### src/rtl/audio_frame_buffer_if.sv
// Sample stream in, frame handshake out: the bundle between the audio
// front end, the frame buffer and the 32-point FFT.
interface audio_frame_buffer_if #(
  parameter int N        = 32,
  parameter int SAMPLE_W = 18
);
  logic signed [SAMPLE_W-1:0] sample_in;
  logic                       sample_valid;
  logic                       fft_done;
  logic [N*SAMPLE_W-1:0]      x_flat;
  logic                       new_t;
  logic                       overrun;
  logic [15:0]                frame_cnt;

  modport master (
    output sample_in, sample_valid, fft_done,
    input  x_flat, new_t, overrun, frame_cnt
  );

  modport slave (
    input  sample_in, sample_valid, fft_done,
    output x_flat, new_t, overrun, frame_cnt
  );
endinterface

### src/rtl/audio_frame_buffer.sv
// Sliding 32-sample window feeding the FFT. Once HOP fresh samples have
// arrived and the FFT is idle, the window is frozen into x_flat and new_t
// strobes. The busy/done cycle of the FFT is tracked so every frame is
// issued exactly once; samples dropped by FFT back-pressure raise overrun.
module audio_frame_buffer #(
  parameter int N            = 32,
  parameter int SAMPLE_W     = 18,
  parameter int HOP          = 16,
  parameter int BUSY_TIMEOUT = 8
) (
  input logic                clk,
  input logic                rst,
  audio_frame_buffer_if.slave bus
);
  localparam int CNT_W = $clog2(N + 1);
  localparam int BT_W  = $clog2(BUSY_TIMEOUT + 1);

  typedef enum logic [1:0] {PRIME, ARMED, ISSUE, WAIT_BUSY} state_t;

  state_t                     state;
  logic signed [SAMPLE_W-1:0] win_p0  [N];
  logic signed [SAMPLE_W-1:0] win_nxt [N];
  logic [N*SAMPLE_W-1:0]      flat_nxt;
  logic [CNT_W-1:0]           fill;
  logic [CNT_W-1:0]           fresh;
  logic [BT_W-1:0]            busy_cnt;
  logic                       issue_go;

  // Counter that stops at the window length instead of wrapping.
  function automatic logic [CNT_W-1:0] sat_inc(input logic [CNT_W-1:0] c,
                                                input logic en);
    return (en && (c != CNT_W'(N))) ? c + 1'b1 : c;
  endfunction

  // Next window: shift toward index 0, newest sample enters at the top.
  always_comb begin
    win_nxt = win_p0;
    if (bus.sample_valid) begin
      for (int k = 0; k < N - 1; k++) win_nxt[k] = win_p0[k+1];
      win_nxt[N-1] = bus.sample_in;
    end
    flat_nxt = '0;
    for (int k = 0; k < N; k++) flat_nxt[SAMPLE_W*k +: SAMPLE_W] = win_nxt[k];
  end

  assign issue_go = (state == ARMED) && bus.fft_done && (fresh >= CNT_W'(HOP));

  // Window capture stage: always holds the latest N samples.
  always_ff @(posedge clk or negedge rst) begin
    if (!rst) begin
      for (int k = 0; k < N; k++) win_p0[k] <= '0;
    end else begin
      win_p0 <= win_nxt;
    end
  end

  // Frame control FSM. The issue decision is taken in ARMED and registered,
  // so the frame (including any sample on that edge) appears in x_flat in
  // the same cycle new_t is high, i.e. the ISSUE cycle. A sample arriving
  // during ISSUE is therefore outside the frame and counts as fresh=1.
  always_ff @(posedge clk or negedge rst) begin
    if (!rst) begin
      state      <= PRIME;
      fill       <= '0;
      fresh      <= '0;
      busy_cnt   <= '0;
      bus.x_flat <= '0;
      bus.new_t  <= 1'b0;
      bus.overrun <= 1'b0;
      bus.frame_cnt <= '0;
    end else begin
      bus.new_t <= 1'b0;
      fill      <= sat_inc(fill, bus.sample_valid);
      fresh     <= sat_inc(fresh, bus.sample_valid);
      case (state)
        PRIME: begin
          if (fill == CNT_W'(N)) state <= ARMED;
        end
        ARMED: begin
          if (issue_go) begin
            state         <= ISSUE;
            bus.new_t     <= 1'b1;
            bus.x_flat    <= flat_nxt;
            bus.frame_cnt <= bus.frame_cnt + 16'd1;
            fresh         <= '0;
          end else if (bus.sample_valid && (fresh == CNT_W'(N))) begin
            bus.overrun <= 1'b1;
          end
        end
        ISSUE: begin
          busy_cnt <= '0;
          state    <= WAIT_BUSY;
        end
        WAIT_BUSY: begin
          if (bus.sample_valid && (fresh == CNT_W'(N))) bus.overrun <= 1'b1;
          // A falling fft_done proves the FFT took the frame; the timeout
          // covers a done pulse too short to be seen.
          if (!bus.fft_done || (busy_cnt == BT_W'(BUSY_TIMEOUT - 1))) begin
            state <= ARMED;
          end else begin
            busy_cnt <= busy_cnt + 1'b1;
          end
        end
        default: state <= PRIME;
      endcase
    end
  end
endmodule

### src/flat_wrapper.sv
// flat-port wrapper written by rule: the top's interface ports become plain ports
module audio_frame_buffer_flat 
#(
  parameter int N            = 32,
  parameter int SAMPLE_W     = 18,
  parameter int HOP          = 16,
  parameter int BUSY_TIMEOUT = 8
)
  (clk, rst, bus_sample_in, bus_sample_valid, bus_fft_done, bus_x_flat, bus_new_t, bus_overrun, bus_frame_cnt);
  audio_frame_buffer_if #(.N(N), .SAMPLE_W(SAMPLE_W)) bus_i ();
  input logic clk;
  input logic rst;
  input wire logic [$bits(bus_i.sample_in)-1:0] bus_sample_in;
  input wire logic [$bits(bus_i.sample_valid)-1:0] bus_sample_valid;
  input wire logic [$bits(bus_i.fft_done)-1:0] bus_fft_done;
  output wire logic [$bits(bus_i.x_flat)-1:0] bus_x_flat;
  output wire logic [$bits(bus_i.new_t)-1:0] bus_new_t;
  output wire logic [$bits(bus_i.overrun)-1:0] bus_overrun;
  output wire logic [$bits(bus_i.frame_cnt)-1:0] bus_frame_cnt;
  assign bus_i.sample_in = bus_sample_in;
  assign bus_i.sample_valid = bus_sample_valid;
  assign bus_i.fft_done = bus_fft_done;
  assign bus_x_flat = bus_i.x_flat;
  assign bus_new_t = bus_i.new_t;
  assign bus_overrun = bus_i.overrun;
  assign bus_frame_cnt = bus_i.frame_cnt;
  audio_frame_buffer #(.N(N), .SAMPLE_W(SAMPLE_W), .HOP(HOP), .BUSY_TIMEOUT(BUSY_TIMEOUT)) u_core (.clk(clk), .rst(rst), .bus(bus_i));
endmodule
### config.mk
export PLATFORM = sky130hd
export DESIGN_NAME = audio_frame_buffer_flat
export DESIGN_NICKNAME = d
export VERILOG_FILES = /design/src/rtl/audio_frame_buffer_if.sv /design/src/rtl/audio_frame_buffer.sv /design/src/flat_wrapper.sv
export SDC_FILE = /design/constraint.sdc
export NUM_CORES = 1
export LEC_CHECK = 0
export ABC_AREA = 1
export CAP_MARGIN = 20
export CORE_MARGIN = 4
export CORE_UTILIZATION = 50
export CTS_CLUSTER_DIAMETER = 80
export DETAILED_ROUTE_END_ITERATION = 7
export GPL_TIMING_DRIVEN = 0
export HOLD_SLACK_MARGIN = 0.15
export PLACE_DENSITY_LB_ADDON = 0.08
export SLEW_MARGIN = 20
export SYNTH_ARGS = -nofsm -noshare
export SYNTH_HDL_FRONTEND = slang
export SYNTH_SLANG_ARGS = --single-unit
### constraint.sdc
create_clock -name clk -period 3.4 [get_ports clk]
set_input_delay 0.34 -clock clk [delete_from_list [all_inputs] [get_ports clk]]
set_output_delay 0.34 -clock clk [all_outputs]
set_load 0.05 [all_outputs]
==> tab_implementation.tex, run 1 <==
\begin{tabular}{lr}
\hline
Metric & Value \\
\hline
\multicolumn{2}{l}{\textbf{Status}} \\
\quad Result of the run & finished, final reports clean \\
\multicolumn{2}{l}{\textbf{Placed design}} \\
\quad Estimated wirelength of the detail-placed design & 100,000 um \\
\quad Gpl congestion & 0.883 \\
\quad Placed cell count & 6,613 \\
\quad Count of input and output buffers & 614 \\
\multicolumn{2}{l}{\textbf{CTS}} \\
\quad Clock Sink Count & between 1,000 and 1,500 \\
\quad CTS Hold Bufs & 1 \\
\quad Latest clock arrival within the worst-skew pair & between 0.6 and 0.7 ns \\
\quad Buffers inserted by post-CTS timing repair & 0 \\
\quad CTS buffer count & 120 \\
\quad Root Driver & sky130\_fd\_sc\_hd\_\_clkbuf\_16 \\
\quad Number of instances resized during post-cts repair & 0 \\
\quad Buffer depth of the longest clock path & 3 \\
\quad Clk slew on worst S/H paths & 0.06 ns \\
\quad Number of H-tree levels & 3 \\
\quad TritonCTS clock tree & yes \\
\multicolumn{2}{l}{\textbf{Synthesis}} \\
\quad Top-area cell type share of the netlist area & 0.652 \\
\quad Number of flip-flops and latches in the synthesized netlist & 1,188 \\
\quad Most frequent cells after synthesis & sky130\_fd\_sc\_hd\_\_nand2\_1 (2,361), sky130\_fd\_sc\_hd\_\_dfrtp\_1 (1,188), sky130\_fd\_sc\_hd\_\_o21ai\_0 (358), sky130\_fd\_sc\_hd\_\_inv\_1 (317), sky130\_fd\_sc\_hd\_\_o21ai\_2 (224) \\
\quad Top post-synthesis cells by area & sky130\_fd\_sc\_hd\_\_dfrtp\_1 (65\%), sky130\_fd\_sc\_hd\_\_nand2\_1 (19\%), sky130\_fd\_sc\_hd\_\_o21ai\_2 (4.3\%), sky130\_fd\_sc\_hd\_\_o21ai\_0 (3.9\%), sky130\_fd\_sc\_hd\_\_inv\_1 (2.6\%) \\
\quad Synthesized cell area & around 0.046 sq mm \\
\quad Post-synth EDFFs & 0 \\
\quad Count of unique library cells instantiated by Yosys & 30 \\
\quad Cell with the most instances after synthesis & sky130\_fd\_sc\_hd\_\_nand2\_1 \\
\quad Dominant synthesized flop cell & sky130\_fd\_sc\_hd\_\_dfrtp\_1 \\
\quad Post-synthesis cell type with the largest combined area & sky130\_fd\_sc\_hd\_\_dfrtp\_1 \\
\quad Avg Cell Area, Syn & 9.46 sq um \\
\quad Synthesized Nets & 4,847 \\
\quad Count of synthesis-stage warnings from yosys & 0 \\
\quad Post-synth ARST share & 1.00 \\
\quad Fraction of the yosys area taken by sequential cells & 0.652 \\
\quad Gate Count Post-Synth & 4,815 \\
\multicolumn{2}{l}{\textbf{Setup path}} \\
\quad Crit Path Max Fanout & 10 \\
\quad Class of the most critical setup path & flip-flop to flip-flop \\
\quad Setup slack on the worst flop-to-flop path & between 0.9 and 1 ns \\
\quad Largest incremental delay on the critical path & between 0.4 and 0.5 ns \\
\quad Critical Path Start Type & flip-flop \\
\quad Standard cell with the maximum stage delay on the critical path & sky130\_fd\_sc\_hd\_\_clkbuf\_1 \\
\quad Arrival time at the worst endpoint & 3.09 ns \\
\quad Critical Path, Cell by Cell & inv\_1 -> ha\_1 -> nand2\_1 -> nor2\_4 -> buf\_2 -> clkbuf\_1 -> nand2\_1 -> nand2\_1 \\
\quad Required time worst endpoint & 4.01 ns \\
\quad Cell with the most instances on the worst path & sky130\_fd\_sc\_hd\_\_nand2\_1 \\
\quad Worst Setup End Kind & flip-flop \\
\multicolumn{2}{l}{\textbf{Run}} \\
\quad Number of maximum-capacitance violations & 0 \\
\multicolumn{2}{l}{\textbf{STA}} \\
\quad Shortest period the worst path allows & roughly 2.5 ns \\
\quad Unrepaired setup endpoints after global routing & false \\
\quad Setup Viol. Count Final & 0 \\
\quad Final Cycle Share & 0.730 \\
\quad Layout Skew & 0.0214 ns \\
\quad Post-route setup TNS & 0 ns \\
\quad Highest achievable clock rate & 0.403 GHz \\
\quad Worst-case headroom to the max-slew limit & 0.454 \\
\quad Slew Viols, Final & 0 \\
\quad Hold Violations, Final & 0 \\
\quad Transition time at the pin with the least slew margin & just over 0.8 ns \\
\multicolumn{2}{l}{\textbf{Global routing}} \\
\quad Global-route wire length before repair & approximately 210,000 um \\
\quad Number of antenna violations at the first check in global routing & 4 \\
\quad Total Routing Usage GR & 0.281 \\
\quad Number of global-route vias before repair & between 30,000 and 40,000 \\
\quad Final global-route overflow total & 0 \\
\quad Maximum number of pins on one net before global-route repair & 141 \\
\multicolumn{2}{l}{\textbf{Floorplanning}} \\
\quad Overall die width & 310 um \\
\quad Number of placement rows & 110 \\
\quad I/O pin total & roughly 620 \\
\quad Vert. Die Dim & 310 um \\
\quad Die outline area & 0.0960 sq mm \\
\quad Starting Density & 0.505 \\
\quad Floorplan Core Area & 0.0901 sq mm \\
\multicolumn{2}{l}{\textbf{Routing}} \\
\quad Drt drc & 0 \\
\quad Via/cell ratio & 5.12 \\
\quad Drt first-iter violations & 3,039 \\
\quad Detailed-route via count & 35,000 \\
\quad Remaining antenna violation count & 0 \\
\quad Mean routed wirelength per cell & 19.9 um \\
\quad Final wirelength & approximately 140,000 um \\
\quad Detailed-router iteration count before antenna repair & 8 \\
\multicolumn{2}{l}{\textbf{Power and ir drop}} \\
\quad Power per Cell Area & 1060 mW/mm\^{}2 \\
\quad Maximum vdd ir drop & roughly 0.76 mV \\
\quad Overall power consumption & between 60 and 70 mW \\
\quad Leakage & 28.7 nW \\
\multicolumn{2}{l}{\textbf{Final layout}} \\
\quad Layout overhead on the synthesized area & 26.8\% \\
\quad Fraction of final layout cells sized beyond drive strength 1 & 0.106 \\
\quad Net total in the final layout & $\sim$5,600 \\
\quad Count of filler cells inserted in the layout & 7,467 \\
\quad Final cell count without fillers & 6,839 \\
\multicolumn{2}{l}{\textbf{Min path}} \\
\quad Hold crit path type & input pin to flip-flop \\
\hline
\end{tabular}
[sequential cells by signal, indices dropped and copies added, names as in the netlist]
signal,flops
u_core.bus.frame_cnt,16
u_core.bus.new_t,1
u_core.bus.overrun,1
u_core.bus.x_flat,576
u_core.busy_cnt,4
u_core.fill,6
u_core.fresh,6
u_core.state,2
u_core.win_p0,576
[cells by family (layout without fill, tap and decap cells)]
| kind of cell | count (synthesis) | after routing | synth area share |
|---|---|---|---|
| buf+inv | 577 | 1423 | 0.0563 |
| fa+ha+maj | 10 | 10 | 0.00275 |
| mux | 1 | 1 | 0.000220 |
| flops | 1188 | 1188 | 0.652 |
| compound gates | 596 | 596 | 0.0841 |
| xor+xnor | 14 | 14 | 0.00269 |
| other cells | 0 | 2 | 0 |
| simple gates | 2429 | 2429 | 0.202 |
[final cells by class]
class,count,area [sq um],area share
buffer,258,1360,0.0236
sequential,1188,29700,0.514
tap,1176,1470,0.0255
clock inverter,60,925,0.0160
timing repair buffer,623,6390,0.111
clock buffer,163,3420,0.0593
multi-input combinational,3050,13300,0.230
antenna,2,5.00,0.0000866
inverter,319,1200,0.0208
[layer usage]
metal  vias up  GRT usage  share of wire
met5         -          0        0.00014
met4         4      0.109          0.042
met3       236     0.0516          0.061
met2      1060      0.452           0.47
met1     17300      0.386           0.43
li1      16400          -              -
[critical path: cells and delay by family (launching register included)]
kind / cells / cell delay, ns
buf+inv: 3 / 0.96
simple gates: 4 / 0.83
flops: 1 / 0.41
fa+ha+maj: 1 / 0.20
[placed cells by master (no fill, tap or decap), types with 3 or more instances in the layout]
| cell | synthesis | layout |
|---|---|---|
| sky130_fd_sc_hd__nand4_1 | 8 | 8 |
| sky130_fd_sc_hd__nor2_1 | 33 | 33 |
| sky130_fd_sc_hd__nand3_1 | 19 | 19 |
| sky130_fd_sc_hd__clkbuf_2 | 19 | 19 |
| sky130_fd_sc_hd__o21ai_0 | 358 | 358 |
| sky130_fd_sc_hd__clkinvlp_4 | 0 | 3 |
| sky130_fd_sc_hd__clkbuf_1 | 84 | 101 |
| sky130_fd_sc_hd__ha_1 | 10 | 10 |
| sky130_fd_sc_hd__clkdlybuf4s50_1 | 0 | 613 |
| sky130_fd_sc_hd__xnor2_1 | 5 | 5 |
| sky130_fd_sc_hd__o21ai_2 | 224 | 224 |
| sky130_fd_sc_hd__nand2_1 | 2361 | 2361 |
| sky130_fd_sc_hd__a21oi_1 | 5 | 5 |
| sky130_fd_sc_hd__bufinv_16 | 0 | 22 |
| sky130_fd_sc_hd__buf_16 | 0 | 9 |
| sky130_fd_sc_hd__buf_1 | 20 | 20 |
| sky130_fd_sc_hd__clkbuf_8 | 0 | 26 |
| sky130_fd_sc_hd__clkinv_2 | 0 | 26 |
| sky130_fd_sc_hd__xor2_1 | 9 | 9 |
| sky130_fd_sc_hd__inv_1 | 317 | 317 |
| sky130_fd_sc_hd__buf_2 | 102 | 102 |
| sky130_fd_sc_hd__a31oi_1 | 6 | 6 |
| sky130_fd_sc_hd__buf_4 | 4 | 4 |
| sky130_fd_sc_hd__inv_6 | 1 | 4 |
| sky130_fd_sc_hd__clkbuf_16 | 0 | 120 |
| sky130_fd_sc_hd__buf_6 | 26 | 26 |
| sky130_fd_sc_hd__buf_8 | 3 | 3 |
| sky130_fd_sc_hd__dfrtp_1 | 1188 | 1188 |
| sky130_fd_sc_hd__nor3_1 | 3 | 3 |
[report_power, final]
| group | internal, mW | switching (mW) | total (mW) |
|---|---|---|---|
| combinational | 7.32 | 17.7 | 25.0 |
| sequential | 18.4 | 3.15 | 21.6 |
| clock | 8.73 | 5.69 | 14.4 |
[path summary, 6_finish.rpt]
kind	depth (start not counted)	startpoint	endpoint
max in group asynchronous	4	rst	u_core.bus.x_flat[325]
min in group asynchronous	2	rst	u_core.bus.x_flat[6]
hold / removal	3	bus_sample_in[17]	u_core.win_p0[17]
setup / recovery	8	u_core.state[1]	u_core.bus.x_flat[435]
hold reg to reg	2	u_core.win_p0[575]	u_core.win_p0[575]
setup reg to reg	8	u_core.state[1]	u_core.bus.x_flat[435]
[stage by stage]
stage                     instance area [sq um]  hold slack (ns)  setup slack [ns]   util
after floorplan                           45600           0.0444              1.65      -
after global placement                    53200            0.448            -52.02  0.590
after detailed placement                  53400            0.395             0.740  0.593
after CTS                                 57800            0.223             0.920  0.641
after global routing                      57800            0.259             0.774  0.641
final                                     57800            0.264             0.918  0.641
Power figures use the tool's default switching activity.
==> run 2: changes to the inputs <==
==> constraint.sdc (replaced) <==
create_clock -name clk -period 2 [get_ports clk]
set_input_delay 0.2 -clock clk [delete_from_list [all_inputs] [get_ports clk]]
set_output_delay 0.2 -clock clk [all_outputs]
set_load 0.05 [all_outputs]
==> run 2 against run 1 <==
The flow now finishes with violations (negative hold slack); combinational power increased by 56%; via count decreased by 0.15%; final cell count increased by 0.18%; worst hold slack got worse by 0.76 ns; first-iteration DRC count decreased by 6.9%; total power increased by 64%; largest power group unchanged.
==> tab_implementation.tex, run 2 (synthesis results as in run 1) <==
\begin{tabular}{lr}
\hline
Metric & Value \\
\hline
\multicolumn{2}{l}{\textbf{Final layout}} \\
\quad Post-route design area & $\sim$0.057 sq mm \\
\quad Largest registers & u\_core.bus.x\_flat (576), u\_core.win\_p0 (576), u\_core.bus.frame\_cnt (16) \\
\quad Net total in the final layout & about 5,600 \\
\quad Most frequent cells in the layout & sky130\_fd\_sc\_hd\_\_nand2\_1 (2,361), sky130\_fd\_sc\_hd\_\_dfrtp\_1 (1,188), sky130\_fd\_sc\_hd\_\_dlygate4sd2\_1 (590) \\
\quad Count of filler cells inserted in the layout & about 7,800 \\
\quad Layout overhead on the synthesized area & 26.1\% \\
\quad Final core area utilization & 0.637 \\
\quad Fraction of final layout cells sized beyond drive strength 1 & 0.119 \\
\quad Leading cell type in the layout, fill and taps excluded & sky130\_fd\_sc\_hd\_\_nand2\_1 \\
\multicolumn{2}{l}{\textbf{Global routing}} \\
\quad Final global-route overflow total & 0 \\
\quad Number of antenna violations at the first check in global routing & 4 \\
\quad Number of global-route vias before repair & 35,600 \\
\quad Maximum number of pins on one net before global-route repair & approximately 140 \\
\quad Total Routing Usage GR & 0.282 \\
\quad Global-route wire length before repair & 208,000 um \\
\multicolumn{2}{l}{\textbf{Floorplanning}} \\
\quad I/O pin total & 616 \\
\quad Floorplan Core Area & 0.0901 sq mm \\
\quad Number of placement rows & 110 \\
\quad Vert. Die Dim & 310 um \\
\quad Die outline area & 0.0960 sq mm \\
\quad Overall die width & about 310 um \\
\quad Starting Density & 0.505 \\
\multicolumn{2}{l}{\textbf{Power and ir drop}} \\
\quad Leakage & 31.3 nW \\
\quad Power per Cell Area & around 1700 mW/mm\^{}2 \\
\quad Maximum vdd ir drop & 1.17 mV \\
\quad Overall power consumption & between 100 and 150 mW \\
\multicolumn{2}{l}{\textbf{Setup path}} \\
\quad Standard cell with the maximum stage delay on the critical path & sky130\_fd\_sc\_hd\_\_dlygate4sd2\_1 \\
\quad Crit Path Max Fanout & 2 \\
\quad Critical Path, Cell by Cell & dlygate4sd2\_1 \\
\quad Arrival time at the worst endpoint & 1.76 ns \\
\quad Worst Setup End Kind & output port \\
\quad Class of the most critical setup path & flip-flop to output port \\
\quad Critical Path Start Type & flip-flop \\
\quad Number of buffers and inverters on the critical path & 1 \\
\quad Largest incremental delay on the critical path & roughly 0.58 ns \\
\quad Required time worst endpoint & between 1.5 and 2 ns \\
\quad Startpoint of the lowest-slack register-to-register path & u\_core.state[1] \\
\quad Cell family with most CP delay & buffers and inverters \\
\quad Startpoint of the most critical setup path & u\_core.bus.x\_flat[395] \\
\multicolumn{2}{l}{\textbf{Routing}} \\
\quad Detailed-router iteration count before antenna repair & 6 \\
\quad Wire length on met3 & 8590 um \\
\quad Top routing layer in use & met5 \\
\quad Wire length on met1 & 57,500 um \\
\quad Via/cell ratio & around 5.1 \\
\quad Drt first-iter violations & 2,830 \\
\quad Final wirelength & 136,000 um \\
\quad Mean routed wirelength per cell & 19.8 um \\
\quad Detailed-route via count & 35,000 \\
\quad Metal2 WL & around 64,000 um \\
\quad Drt drc & 0 \\
\quad Remaining antenna violation count & 0 \\
\multicolumn{2}{l}{\textbf{Min path}} \\
\quad Hold crit path type & input pin to asynchronous set/reset pin \\
\multicolumn{2}{l}{\textbf{Placed design}} \\
\quad Total placed instance area & 0.0534 sq mm \\
\quad Estimated wirelength of the detail-placed design & 100,000 um \\
\quad Gpl congestion & 0.883 \\
\quad Count of input and output buffers & 614 \\
\multicolumn{2}{l}{\textbf{Status}} \\
\quad Result of the run & finished with violations \\
\quad Violated checks & negative hold slack \\
\multicolumn{2}{l}{\textbf{CTS}} \\
\quad Buffer depth of the longest clock path & 3 \\
\quad Clock Sink Count & 1,188 \\
\quad CTS Hold Bufs & 11 \\
\quad Root Driver & sky130\_fd\_sc\_hd\_\_clkbuf\_16 \\
\quad Latest clock arrival within the worst-skew pair & 0.69 ns \\
\quad TritonCTS clock tree & yes \\
\quad Clk slew on worst S/H paths & 0.06 ns \\
\quad CTS buffer count & between 100 and 150 \\
\quad Number of H-tree levels & 3 \\
\multicolumn{2}{l}{\textbf{STA}} \\
\quad Shortest period the worst path allows & 1.96 ns \\
\quad Highest achievable clock rate & between 0.5 and 0.6 GHz \\
\quad Hold Violations, Final & 131 \\
\quad Setup Viol. Count Final & 0 \\
\quad Transition time at the pin with the least slew margin & around 0.78 ns \\
\quad Layout Skew & between 0.02 and 0.025 ns \\
\quad Worst hold slack & -0.492 ns \\
\quad Final Cycle Share & 0.980 \\
\quad Slew Viols, Final & 0 \\
\quad Post-route setup TNS & 0 ns \\
\quad Worst-case headroom to the max-slew limit & 0.478 \\
\multicolumn{2}{l}{\textbf{Run}} \\
\quad Number of maximum-capacitance violations & 0 \\
\hline
\end{tabular}
[run 2: cell count changes in the layout (fill, tap and decap cells not counted), moves of 2 or more]
cell / change
sky130_fd_sc_hd__dlygate4sd3_1: +9
sky130_fd_sc_hd__buf_2: -28
sky130_fd_sc_hd__buf_8: +3
sky130_fd_sc_hd__buf_6: +6
sky130_fd_sc_hd__clkbuf_4: +18
sky130_fd_sc_hd__dlygate4sd2_1: +590
sky130_fd_sc_hd__buf_1: -18
sky130_fd_sc_hd__clkbuf_1: -50
sky130_fd_sc_hd__clkbuf_2: +47
sky130_fd_sc_hd__clkdlybuf4s50_1: -594
sky130_fd_sc_hd__buf_4: +26
sky130_fd_sc_hd__buf_12: +2
sky130_fd_sc_hd__clkdlybuf4s15_1: +2
[run 2: cell type report]
cell class                      count  area, sq um  share of cell area
Antenna cell                        1         2.50           0.0000436
Buffer                            258         1620              0.0282
Clock buffer                      163         3420              0.0596
Clock inverter                     60          925              0.0161
Inverter                          319         1200              0.0209
Multi-Input combinational cell   3050        13300               0.231
Sequential cell                  1188        29700               0.517
Tap cell                         1176         1470              0.0256
Timing Repair Buffer              636         5790               0.101
[run 2: metal layers]
layer	vias to the layer above	GRT usage
li1	16500	-
met1	17200	0.387
met2	1082	0.454
met3	241	0.0520
met4	4	0.107
met5	-	0
[run 2: worst paths after layout]
kind / cells after the start / slack [ns] / to
worst max-delay path: 1 / 0.04 / bus_x_flat[395]
worst min-delay path: 1 / -0.49 / u_core.bus.x_flat[6]
max in group asynchronous: 3 / 0.58 / u_core.bus.x_flat[325]
min in group clk: 3 / 0.20 / u_core.win_p0[2]
worst max register to register: 9 / 0.07 / u_core.bus.x_flat[553]
worst min register to register: 2 / 0.46 / u_core.bus.x_flat[512]
[run 2: report_power, final]
group	internal, mW	leakage (nW)	switching, mW
clock network	14.8	2.15	9.68
logic	8.99	13.5	30.1
registers	31.3	15.7	5.12
total	55.2	31.3	44.9
[run 2: metrics by stage]
stage	cells	setup WS, ns	hold WS, ns
2_1_floorplan	4815	0.251	-0.0956
3_3_place_gp	6605	-53.28	0.448
3_5_place_dp	6613	-0.520	0.255
4_1_cts	6848	0.000942	-0.465
5_1_grt	6850	-0.0131	-0.442
6_report	6851	0.0408	-0.492
[run 2: worst reg2reg max path, stage by stage (launching register included)]
cell                       delay [ns]
sky130_fd_sc_hd__dfrtp_1         0.40
sky130_fd_sc_hd__inv_1           0.09
sky130_fd_sc_hd__ha_2            0.20
sky130_fd_sc_hd__nand2_1         0.09
sky130_fd_sc_hd__nor2_4          0.11
sky130_fd_sc_hd__buf_12          0.16
sky130_fd_sc_hd__buf_2           0.27
sky130_fd_sc_hd__clkbuf_4        0.29
sky130_fd_sc_hd__nand2_1         0.15
sky130_fd_sc_hd__nand2_1         0.11
[run 2: repair_timing]
item                                     CTS  global route
hold endpoints to repair                 148           131
endpoints found under the setup margin  1182           496
setup buffers                              1             2
resized for setup                        684            71
pin swaps                                  1             0
